<file path="src/rtl/sha1_pkg.sv">
// Shared definitions for the SHA-1 Avalon-MM host.
// Contents: the slave register map, the start command, the status done bit,
// the host FSM state type and a helper that extracts one 32-bit word from a
// 512-bit message block.
package sha1_pkg;

  typedef logic [31:0] word_t;

  localparam word_t ADDR_CTRL       = 32'd0;
  localparam word_t ADDR_MSG_FIRST  = 32'd1;
  localparam word_t ADDR_MSG_LAST   = 32'd16;
  localparam word_t ADDR_DIG_FIRST  = 32'd17;
  localparam word_t ADDR_DIG_LAST   = 32'd21;
  localparam word_t CTRL_START      = 32'h1;
  localparam int    STATUS_DONE_BIT = 1;
  localparam int    MSG_WORDS       = 16;
  localparam int    DIG_WORDS       = 5;

  typedef enum logic [3:0] {
    ST_IDLE,
    ST_WR_MSG,
    ST_WR_START,
    ST_POLL,
    ST_POLL_CHK,
    ST_GAP,
    ST_RD_DIG,
    ST_DONE,
    ST_ABORT
  } host_state_t;

  // Word 0 is the most significant word (bits 511:480), which goes to address 1.
  function automatic word_t blk_word(input logic [511:0] blk, input int idx);
    return blk[511 - 32*idx -: 32];
  endfunction

endpackage

</file>
<file path="src/rtl/sha1_host_rd_pipe.sv">
// Digest read pipeline for the SHA-1 host.
// On start it issues five back-to-back reads at addresses 17..21 and captures
// readdata one cycle after each issue (slave read latency is fixed at 1).
// Ports:
//   clk, reset_n   clock, asynchronous active-low reset
//   start          one-cycle request to begin the five-word read burst
//   readdata       slave read data (valid the cycle after an issued read)
//   read, address  registered read strobe and word address for this burst
//   last_capture   high in the cycle in which the H4 word is being captured
//   digest         {H0,H1,H2,H3,H4}, held between bursts
module sha1_host_rd_pipe
  import sha1_pkg::*;
(
  input  logic         clk,
  input  logic         reset_n,
  input  logic         start,
  input  logic [31:0]  readdata,
  output logic         read,
  output logic [31:0]  address,
  output logic         last_capture,
  output logic [159:0] digest
);

  logic [2:0] issue_idx;
  logic [2:0] cap_idx;
  logic       cap_valid;
  word_t      dig_w [DIG_WORDS];

  // Issue side: the capture stage is the issue stage delayed by one cycle,
  // which lines each captured word up with the address that requested it.
  always_ff @(posedge clk or negedge reset_n) begin
    if (!reset_n) begin
      read      <= 1'b0;
      address   <= '0;
      issue_idx <= '0;
      cap_valid <= 1'b0;
      cap_idx   <= '0;
    end else begin
      cap_valid <= read;
      cap_idx   <= issue_idx;
      if (start) begin
        read      <= 1'b1;
        address   <= ADDR_DIG_FIRST;
        issue_idx <= '0;
      end else if (read) begin
        if (address == ADDR_DIG_LAST) begin
          read    <= 1'b0;
          address <= '0;
        end else begin
          address   <= address + 32'd1;
          issue_idx <= issue_idx + 3'd1;
        end
      end
    end
  end

  always_ff @(posedge clk or negedge reset_n) begin
    if (!reset_n) begin
      for (int i = 0; i < DIG_WORDS; i++) dig_w[i] <= '0;
    end else if (cap_valid) begin
      dig_w[cap_idx] <= readdata;
    end
  end

  assign last_capture = cap_valid && (cap_idx == 3'(DIG_WORDS - 1));
  assign digest       = {dig_w[0], dig_w[1], dig_w[2], dig_w[3], dig_w[4]};

endmodule

</file>
<file path="src/rtl/sha1_avalon_host.sv">
// Avalon-MM master that runs one SHA-1 block through the register slave:
// writes the 16 message words, writes the start command, polls status until
// done (or gives up), then reads the 160-bit digest.
// Handshake: a block transfers on a rising edge where blk_valid and blk_ready
//   are both high; blk_ready is high only in IDLE, and blk_data is latched at
//   that edge and ignored afterwards.
// Ports:
//   clk, reset_n                  clock, asynchronous active-low reset
//   blk_valid/blk_ready/blk_data  512-bit message block input
//   digest, digest_valid          result and its one-cycle pulse
//   timeout_err                   one-cycle pulse when polling gives up
//   busy                          high from accept through the final pulse
//   write/read/address/writedata  registered Avalon-MM master outputs
//   readdata                      slave read data, latency 1
//   state_dbg                     current FSM state (host_state_t encoding)
module sha1_avalon_host
  import sha1_pkg::*;
#(
  parameter int TIMEOUT_POLLS = 4096,
  parameter int POLL_GAP      = 0
) (
  input  logic         clk,
  input  logic         reset_n,
  input  logic         blk_valid,
  output logic         blk_ready,
  input  logic [511:0] blk_data,
  output logic [159:0] digest,
  output logic         digest_valid,
  output logic         timeout_err,
  output logic         busy,
  output logic         write,
  output logic         read,
  output logic [31:0]  address,
  output logic [31:0]  writedata,
  input  logic [31:0]  readdata,
  output logic [3:0]   state_dbg
);

  localparam logic [15:0] TO_LIMIT = 16'(TIMEOUT_POLLS);
  localparam logic [15:0] GAP_LAST = (POLL_GAP > 0) ? 16'(POLL_GAP - 1) : 16'd0;

  host_state_t state, state_d;
  logic [3:0]  msg_idx, msg_idx_d;
  logic [15:0] poll_cnt, poll_cnt_d;
  logic [15:0] gap_cnt, gap_cnt_d;
  word_t       msg_buf [MSG_WORDS];

  logic        accept;
  logic        rd_start;
  logic        fsm_read, fsm_read_d;
  logic        write_d;
  word_t       fsm_addr, fsm_addr_d;
  word_t       writedata_d;

  logic        pipe_read;
  logic [31:0] pipe_addr;
  logic        pipe_last;

  assign accept   = (state == ST_IDLE) && blk_valid;
  assign rd_start = (state == ST_POLL_CHK) && readdata[STATUS_DONE_BIT];

  // Next state, next counters, and the next values of the registered Avalon
  // outputs. Outputs are decoded from the next state so that they appear in
  // the same cycle the FSM enters the state that owns them.
  always_comb begin
    state_d     = state;
    msg_idx_d   = msg_idx;
    poll_cnt_d  = poll_cnt;
    gap_cnt_d   = gap_cnt;
    write_d     = 1'b0;
    fsm_read_d  = 1'b0;
    fsm_addr_d  = '0;
    writedata_d = '0;

    case (state)
      ST_IDLE: begin
        if (blk_valid) begin
          state_d    = ST_WR_MSG;
          msg_idx_d  = '0;
          poll_cnt_d = '0;
        end
      end
      ST_WR_MSG: begin
        if (msg_idx == 4'(MSG_WORDS - 1)) state_d = ST_WR_START;
        else msg_idx_d = msg_idx + 4'd1;
      end
      ST_WR_START: state_d = ST_POLL;
      ST_POLL: begin
        state_d    = ST_POLL_CHK;
        poll_cnt_d = poll_cnt + 16'd1;
      end
      ST_POLL_CHK: begin
        if (readdata[STATUS_DONE_BIT]) state_d = ST_RD_DIG;
        else if (poll_cnt == TO_LIMIT) state_d = ST_ABORT;
        else if (POLL_GAP == 0) state_d = ST_POLL;
        else begin
          state_d   = ST_GAP;
          gap_cnt_d = '0;
        end
      end
      ST_GAP: begin
        if (gap_cnt == GAP_LAST) state_d = ST_POLL;
        else gap_cnt_d = gap_cnt + 16'd1;
      end
      ST_RD_DIG: if (pipe_last) state_d = ST_DONE;
      ST_DONE:   state_d = ST_IDLE;
      ST_ABORT:  state_d = ST_IDLE;
      default:   state_d = ST_IDLE;
    endcase

    case (state_d)
      ST_WR_MSG: begin
        write_d     = 1'b1;
        fsm_addr_d  = ADDR_MSG_FIRST + word_t'(msg_idx_d);
        // The buffer is loaded on the accept edge, so the first word comes
        // straight from the input port.
        writedata_d = accept ? blk_word(blk_data, 0) : msg_buf[msg_idx_d];
      end
      ST_WR_START: begin
        write_d     = 1'b1;
        fsm_addr_d  = ADDR_CTRL;
        writedata_d = CTRL_START;
      end
      ST_POLL: begin
        fsm_read_d = 1'b1;
        fsm_addr_d = ADDR_CTRL;
      end
      default: ;
    endcase
  end

  always_ff @(posedge clk or negedge reset_n) begin
    if (!reset_n) begin
      state     <= ST_IDLE;
      msg_idx   <= '0;
      poll_cnt  <= '0;
      gap_cnt   <= '0;
      write     <= 1'b0;
      fsm_read  <= 1'b0;
      fsm_addr  <= '0;
      writedata <= '0;
    end else begin
      state     <= state_d;
      msg_idx   <= msg_idx_d;
      poll_cnt  <= poll_cnt_d;
      gap_cnt   <= gap_cnt_d;
      write     <= write_d;
      fsm_read  <= fsm_read_d;
      fsm_addr  <= fsm_addr_d;
      writedata <= writedata_d;
    end
  end

  always_ff @(posedge clk) begin
    if (accept) begin
      for (int i = 0; i < MSG_WORDS; i++) msg_buf[i] <= blk_word(blk_data, i);
    end
  end

  sha1_host_rd_pipe u_rd_pipe (
    .clk          (clk),
    .reset_n      (reset_n),
    .start        (rd_start),
    .readdata     (readdata),
    .read         (pipe_read),
    .address      (pipe_addr),
    .last_capture (pipe_last),
    .digest       (digest)
  );

  // Both sources are registered and never active together.
  assign read         = fsm_read | pipe_read;
  assign address      = pipe_read ? pipe_addr : fsm_addr;
  assign blk_ready    = (state == ST_IDLE);
  assign busy         = (state != ST_IDLE);
  assign digest_valid = (state == ST_DONE);
  assign timeout_err  = (state == ST_ABORT);
  assign state_dbg    = state;

endmodule

</file>
<file path="config.mk">
export PLATFORM = sky130hd
export DESIGN_NAME = sha1_avalon_host
export DESIGN_NICKNAME = d
export VERILOG_FILES = /design/src/rtl/sha1_pkg.sv /design/src/rtl/sha1_host_rd_pipe.sv /design/src/rtl/sha1_avalon_host.sv
export SDC_FILE = /design/constraint.sdc
export NUM_CORES = 1
export LEC_CHECK = 0
export ABC_AREA = 1
export BUFFER_PORTS_ARGS = -buffer_cell sky130_fd_sc_hd__buf_4
export CAP_MARGIN = 20
export CORE_AREA = 2 2 306 308
export CTS_BUF_LIST = sky130_fd_sc_hd__clkbuf_8
export DETAILED_ROUTE_END_ITERATION = 10
export DIE_AREA = 0 0 308 310
export GPL_TIMING_DRIVEN = 0
export PLACE_DENSITY_LB_ADDON = 0.12
export SETUP_SLACK_MARGIN = 0.05
export SLEW_MARGIN = 10
export SYNTH_ARGS = -nofsm -noshare
export SYNTH_HDL_FRONTEND = slang
export SYNTH_SLANG_ARGS = --single-unit
export TNS_END_PERCENT = 5
</file>
<file path="constraint.sdc">
create_clock -name clk -period 39.2 [get_ports clk]
set_input_delay 3.92 -clock clk [delete_from_list [all_inputs] [get_ports clk]]
set_output_delay 3.92 -clock clk [all_outputs]
set_load 0.1 [all_outputs]
</file>
==> out/qor.yml, run 1 <==
place:
  port_buffers: 780
  place_inst: 5070
  gp_congestion: 0.887
  placedInstanceArea_um2: 40500
  place_hpwl_um: 94400
power:
  cellPowerDensity_nw_per_um2: 100
  vdd_drop_max_uv: 37.4
  p_leak_nw: 19.3
drt:
  vias_per_cell: 4.88
  drc: 0
  ant_nets: 0
  drtPass1Iterations: 6
  vias: 26200
  wl_per_cell_um: 23.2
  drt-total-wl_um: 124000
  drt-initial-drc-count: 2046
synth:
  syn_avg_cell_area_um2: 10.6
  ys_types: 42
  yosysMostFrequentCell: "nand2_1"
  synth_edf_count: 512
  synth-async-reset-ratio: 0.353
  synth_area_um2: 32600
  yosys.area.top_type: "edfxtp_1"
  synth_top_area_frac: 0.472
  ys.flop_type: "edfxtp_1"
  yosysSeqAreaShare: 0.686
  postSynthCellCount: 3069
  synth_fp_nets: 3625
  ys_seq_elements: 791
  synthTopCellsByCount: "nand2_1 (947), edfxtp_1 (512), nand3_1 (416)"
  synth_warnings: 0
  synth_area_leaders: "edfxtp_1 (47%), dfrtp_1 (21%), nand2_1 (11%)"
clock_network:
  cts.sinks: 791
  htreeDepth: 4
  post_cts_buffers: 0
  clkSlewWorstSetupHoldPaths_ns: 0.06
  tritoncts: "yes"
  root_buffer: "clkbuf_8"
  cts_resized: 0
  holdBufCountCts: 0
  clock_path_buffers: 3
  clk_latency_ns: 0.83
  numCtsBuffers: 144
outcome:
  status: "finished clean"
timing:
  rsz0062_at_grt: "false"
  relSlewSlack: 0.267
  hold_viol_final: 0
  layout_min_cycle_time_ns: 6.44
  slew_viol_final: 0
  setup_viol: 0
  fin_skew_ns: 0.0560
  fmax_ghz: 0.155
  finalCritPeriodShare: 0.164
  tightest_slew_ns: 1.10
grt:
  grtUsageTotal: 0.256
  use_met2: 0.423
  grt.busiest_layer: "met2"
  use_met3: 0.0832
  antenna_found_initial: 47
  grt-ovfl-total: 0
  grt_max_degree: 93
  grt_pass1_wl_um: 175000
  grtUsageMet1: 0.310
  grt_pass1_vias: 26000
layout:
  fillCellCount: 9024
  fin_area_um2: 43400
  finalNonFillerCells: 5359
  regArea_um2: 22400
  multiInputGateArea_um2: 8750
  drive_gt1_frac: 0.267
  fin_util: 0.469
  area_growth_pct: 33.1
  layout.nets: 4575
floorplanning:
  initial_utilization: 0.352
  num_io_pins: 781
  core_um2: 92500
  fp.dieH_um: 310
  dieArea_um2: 95500
  fp-row-count: 112
  die_w_um: 308
critical_path:
  cp_max_fo: 10
  critical_path_class: "reg -> out"
  cp-start-kind: "flip-flop"
  worstPathArrival_ns: 2.52
  crit_required_ns: 35.28
  critPathCaptureType: "output pin"
hold_path:
  hold_class: "reg -> reg"
job:
  cap_viol_max_count: 0
==> placed cells by master (no fill, tap or decap), types with 29 or more instances in the layout <==
master	instances
edfxtp_1	512
nor2_1	144
nand4_1	35
dfrtp_1	279
buf_4	795
nand3_1	416
inv_1	235
clkbuf_1	68
diode_2	31
clkbuf_8	168
nand2_1	947
xor2_1	29
o21ai_0	212
buf_2	50
==> worst max-delay path, stage by stage, from the launching register on <==
cell and delay (ns):
dfrtp_1 0.34, clkbuf_1 0.27, inv_1 0.13, clkbuf_1 0.21
o21ai_0 0.40, buf_4 0.37
==> path summary, 6_finish.rpt <==
check                               start                  end  slack (ns)  cells past startpoint
hold / removal             u_rd_pipe.read  u_rd_pipe.cap_valid        0.38                      0
max in group asynchronous         reset_n        writedata[12]       34.55                      4
setup reg to reg               msg_idx[0]        writedata[13]       35.92                     14
hold reg to reg            u_rd_pipe.read  u_rd_pipe.cap_valid        0.38                      0
setup / recovery           u_rd_pipe.read           address[1]       32.76                      5
min in group asynchronous         reset_n         writedata[7]        2.98                      1
==> state kept, by name, summed over array words and instances, names as in the netlist <==
register	cells
state_dbg	4
gap_cnt	16
u_rd_pipe.digest	160
write	1
msg_buf	512
u_rd_pipe.address	32
fsm_addr	5
writedata	32
u_rd_pipe.cap_valid	1
msg_idx	4
u_rd_pipe.issue_idx	3
u_rd_pipe.read	1
poll_cnt	16
u_rd_pipe.cap_idx	3
fsm_read	1
==> per-layer routing <==
layer / vias up / share of wire
li1: 12400 / -
met1: 12500 / 0.39
met2: 1009 / 0.49
met3: 235 / 0.090
met4: 34 / 0.032
met5: - / 0.0018
==> cell type report <==
| type | count | area share |
|---|---|---|
| Clock buffer | 168 | 0.0533 |
| Tap cell | 1197 | 0.0345 |
| Buffer | 154 | 0.0181 |
| Multi-Input combinational cell | 1933 | 0.202 |
| Antenna cell | 31 | 0.00179 |
| Sequential cell | 791 | 0.515 |
| Timing Repair Buffer | 804 | 0.148 |
| Inverter | 191 | 0.0165 |
| Clock inverter | 90 | 0.0111 |
==> kinds of logic after synthesis <==
| kind of cell | count (synthesis) | share of synthesized area |
|---|---|---|
| simple gates | 1635 | 0.215 |
| flops | 791 | 0.686 |
| xor+xnor | 36 | 0.00967 |
| mux | 1 | 0.000307 |
| compound gates | 252 | 0.0396 |
| buf+inv | 345 | 0.0460 |
| fa+ha+maj | 9 | 0.00345 |
==> per-stage QoR <==
| step | setup slack [ns] | hold WS [ns] | total power [mW] | setup TNS, ns |
|---|---|---|---|---|
| floorplan | 11.11 | 0.352 | 2.92 | 0 |
| global placement | -5.88 | 0.360 | 3.73 | -234.00 |
| detailed placement | 32.56 | 0.372 | 3.60 | 0 |
| CTS | 32.64 | 0.375 | 4.37 | 0 |
| global route | 32.56 | 0.388 | 4.58 | 0 |
| finish | 32.76 | 0.375 | 4.34 | 0 |
==> report_power, final <==
group	switching, mW	leakage (nW)	internal, mW
clock	0.357	1.61	0.409
combinational	1.79	9.44	0.545
sequential	0.0907	8.27	1.15
Power figures use the tool's default switching activity.
==> run 2, diff against run 1 <==
--- a/config.mk
+++ b/config.mk
@@ -5,13 +5,13 @@
 export SDC_FILE = /design/constraint.sdc
 export NUM_CORES = 1
 export LEC_CHECK = 0
-export ABC_AREA = 1
+export ABC_AREA = 0
 export BUFFER_PORTS_ARGS = -buffer_cell sky130_fd_sc_hd__buf_4
 export CAP_MARGIN = 20
-export CORE_AREA = 2 2 306 308
+export CORE_AREA = 2 2 302 304
 export CTS_BUF_LIST = sky130_fd_sc_hd__clkbuf_8
 export DETAILED_ROUTE_END_ITERATION = 10
-export DIE_AREA = 0 0 308 310
+export DIE_AREA = 0 0 304 306
 export GPL_TIMING_DRIVEN = 0
 export PLACE_DENSITY_LB_ADDON = 0.12
 export SETUP_SLACK_MARGIN = 0.05
==> constraint.sdc (replaced) <==
create_clock -name clk -period 5.8 [get_ports clk]
set_input_delay 0.58 -clock clk [delete_from_list [all_inputs] [get_ports clk]]
set_output_delay 0.58 -clock clk [all_outputs]
set_load 0.1 [all_outputs]
==> run 2 against run 1 <==
Sequential share of layout area is 4.3 points lower. Combinational power grew to 7.1 times the previous value. Cell area grew 9.1%. Clock skew is 0.014 ns lower. Wire length is 5.2% lower. Global-route usage shrank 0.62 points. Clock power rose to 6.3 times the previous value. Cell count fell by 6.0%. Sequential power rose to 6.6 times the previous value. Die area down 2.6%. Register-to-register slack got worse by 35 ns. Largest cell class unchanged. Largest power group unchanged. Highest routed layer unchanged.
==> out/qor.yml, run 2 <==
layout:
  layout.nets: 4276  # -6.5%
  largest_reg_flops: 512  # unchanged
  drive_gt1_frac: 0.316  # +0.0489
  layout_commonest_cell: "buf_4"
  fillCellCount: 7662  # -15%
  area_growth_pct: 49.3
  largest-register: "msg_buf"
  final_cell_mix: "buf_4 (789), dlygate4sd3_1 (544), edfxtp_1 (512)"
  fin_util: 0.529  # +0.0593
clock_network:
  cts_resized: 0  # unchanged
  holdBufCountCts: 544  # +544
  tritoncts: "yes"
  post_cts_buffers: 0  # unchanged
  clock_path_buffers: 3  # unchanged
  root_buffer: "clkbuf_8"
  cts.sinks: 791  # unchanged
  clkSlewWorstSetupHoldPaths_ns: 0.06  # about the same
  htreeDepth: 4  # unchanged
  numCtsBuffers: 138  # -4.2%
  clk_latency_ns: 0.82  # about the same
outcome:
  status: "finished clean"
timing:
  fin_skew_ns: 0.0420  # -0.0140 ns
  fmax_ghz: 0.218
  fin_hold_ws_ns: 0.0963  # -0.279 ns
  setup_viol: 0  # unchanged
  layout_min_cycle_time_ns: 4.60
  tightest_slew_ns: 1.20  # +0.0971 ns
  slew_viol_final: 0  # unchanged
  finalCritPeriodShare: 0.792
  hold_viol_final: 0  # unchanged
  relSlewSlack: 0.202  # -0.0648
  final.setup.tns_ns: 0  # unchanged
  rsz0062_at_grt: "false"
synth:
  ys.flop_type: "edfxtp_1"
  syn_avg_cell_area_um2: 14.1  # +33%
  synth-async-reset-ratio: 0.353  # unchanged
  synth_area_um2: 31700  # -2.7%
  yosysSeqAreaShare: 0.705  # +0.0192
  yosys.area.top_type: "edfxtp_1"
  postSynthCellCount: 2247  # -27%
  synth_fp_nets: 2803  # -23%
  synth_edf_count: 512  # unchanged
  synth_top_area_frac: 0.485  # +0.0132
  synth_warnings: 0  # unchanged
  ys_seq_elements: 791  # unchanged
  ys_types: 61  # +45%
  synthTopCellsByCount: "edfxtp_1 (512), nand2_1 (345), dfrtp_1 (279)"
  synth_area_leaders: "edfxtp_1 (48%), dfrtp_1 (22%), mux2_2 (5.8%)"
  yosysMostFrequentCell: "edfxtp_1"
critical_path:
  critPathMostFrequentCell: "buf_16"
  critical_path.top_delay_family: "buffers and inverters"
  critPathCaptureType: "flip-flop"
  crit_required_ns: 6.24  # -29.04 ns
  path_buf_inv: 8  # +4
  critical_path_class: "reg -> reg"
  cp-start-kind: "flip-flop"
  crit_path_cell_trace: "buf_2 > nor2_1 > nand2_1 > inv_1 > nand2_1 > clkbuf_1 > inv_2 > buf_8 > buf_16 > buf_16 > buf_16"
  slowest_stage: "buf_8"
  cp_max_fo: 106  # +96
  worstPathArrival_ns: 5.04  # +2.52 ns
  slowest_delay_ns: 0.62  # +0.22 ns
power:
  seqPwrFrac: 0.276  # -0.009
  combPwrFrac: 0.561  # +0.022
  cellPowerDensity_nw_per_um2: 625  # +520%
  power_switching_mw: 15.1  # +580%
  p_leak_nw: 19.7  # +1.9%
  clkPwrFrac: 0.163  # -0.014
  p_sw_frac: 0.512  # -0.00459
  vdd_drop_max_uv: 339  # +810%
  p_int_mw: 14.5  # +590%
drt:
  drtPass1Iterations: 7  # +1
  wl_per_cell_um: 23.4  # +0.90%
  ant_nets: 0  # unchanged
  drt-total-wl_um: 118000  # -5.2%
  drt-initial-drc-count: 2079  # +1.6%
  vias_per_cell: 4.97  # +1.8%
  drc: 0  # unchanged
  vias: 25100  # -4.3%
place:
  port_buffers: 780  # unchanged
  place_hpwl_um: 85400  # -9.6%
  gp_congestion: 0.856  # -3.5%
grt:
  antenna_found_initial: 30  # -36%
  use_met2: 0.430  # +0.00651
  use_met3: 0.0571  # -0.0261
  grtUsageMet1: 0.306  # -0.00314
  grt.busiest_layer: "met2"
  grt_pass1_wl_um: 171000  # -2.0%
  grt_pass1_vias: 26400  # +1.8%
  grtUsageTotal: 0.250  # -0.00621
  grt_max_degree: 118  # +27%
  grt-ovfl-total: 0  # unchanged
floorplanning:
  initial_utilization: 0.354  # +0.00147
  dieArea_um2: 93000  # -2.6%
  die_w_um: 304  # -1.3%
  num_io_pins: 781  # unchanged
  fp-row-count: 110  # -1.8%
  core_um2: 89600  # -3.1%
  fp.dieH_um: 306  # -1.3%
hold_path:
  hold_class: "in -> reg"
job:
  cap_viol_max_count: 0  # unchanged
[run 2: cell count changes in the layout (fill, tap and decap cells not counted), moves of 19 or more]
cell | before | now
mux2_2 | 0 | 164
o21ai_0 | 212 | 70
mux2i_1 | 1 | 152
clkbuf_1 | 68 | 43
nor2_1 | 144 | 61
and2_1 | 0 | 29
a31oi_1 | 2 | 36
nand2_1 | 947 | 345
a21oi_1 | 26 | 45
nand3_1 | 416 | 165
dlygate4sd3_1 | 0 | 544
inv_1 | 235 | 69
[run 2: stage by stage]
step	total power [mW]	cells	setup slack [ns]	area (um^2)
finish	29.6	5037	1.20	47400
global route	30.9	5032	0.829	47300
CTS	29.8	5006	0.986	47300
detailed placement	24.6	4212	1.01	39300
global placement	24.4	4203	0.212	39000
floorplan	19.4	2247	0.170	31700
[run 2: cell type report]
class | count | area, um^2 | share of cell area
Buffer | 113 | 601 | 0.0127
Clock buffer | 151 | 2080 | 0.0439
Timing Repair Buffer | 1333 | 11500 | 0.243
Sequential cell | 791 | 22400 | 0.472
Inverter | 20 | 80.1 | 0.00169
Antenna cell | 31 | 77.6 | 0.00164
Tap cell | 1176 | 1470 | 0.0311
Multi-Input combinational cell | 1323 | 8700 | 0.184
Clock inverter | 99 | 485 | 0.0103
[run 2: power by group through the flow]
stage               Clock [mW]  Combinational (mW)  Sequential, mW
global placement             0                16.1            8.31
global route              5.21                17.4            8.33
floorplan                    0                6.21            13.2
finish                    4.83                16.6            8.18
detailed placement           0                16.3            8.28
CTS                       4.96                16.7            8.18
[run 2: path summary, 6_finish.rpt]
| path | from | depth (start not counted) | end | slack, ns |
|---|---|---|---|---|
| worst min-delay path | readdata[31] | 2 | u_rd_pipe.digest[159] | 0.1 |
| worst max-delay path | state_dbg[2] | 11 | msg_buf[1][2] | 1.20 |
| min in group asynchronous | reset_n | 2 | u_rd_pipe.digest[32] | 0.41 |
| max in group asynchronous | reset_n | 3 | u_rd_pipe.digest[70] | 4.25 |
| worst min register to register | u_rd_pipe.read | 0 | u_rd_pipe.cap_valid | 0.38 |
| worst max register to register | state_dbg[2] | 11 | msg_buf[1][2] | 1.20 |
[run 2: kinds of logic (layout without fill, tap and decap cells)]
| group | Yosys count | after routing | synth area share |
|---|---|---|---|
| xor gates and xnor gates | 34 | 34 | 0.00939 |
| buffers and inverters | 133 | 1716 | 0.0211 |
| other | 0 | 31 | 0 |
| adders and majority gates | 9 | 9 | 0.00355 |
| AOI/OAI and AO/OA | 246 | 246 | 0.0498 |
| and+or+nand+nor | 718 | 718 | 0.105 |
| muxes | 316 | 316 | 0.106 |
| DFF | 791 | 791 | 0.705 |
[run 2: per-layer routing]
layer | wire, um | share of wire
met4 | 3500 | 0.030
met5 | 24 | 0.00020
met2 | 58900 | 0.50
met1 | 47500 | 0.40
met3 | 7770 | 0.066
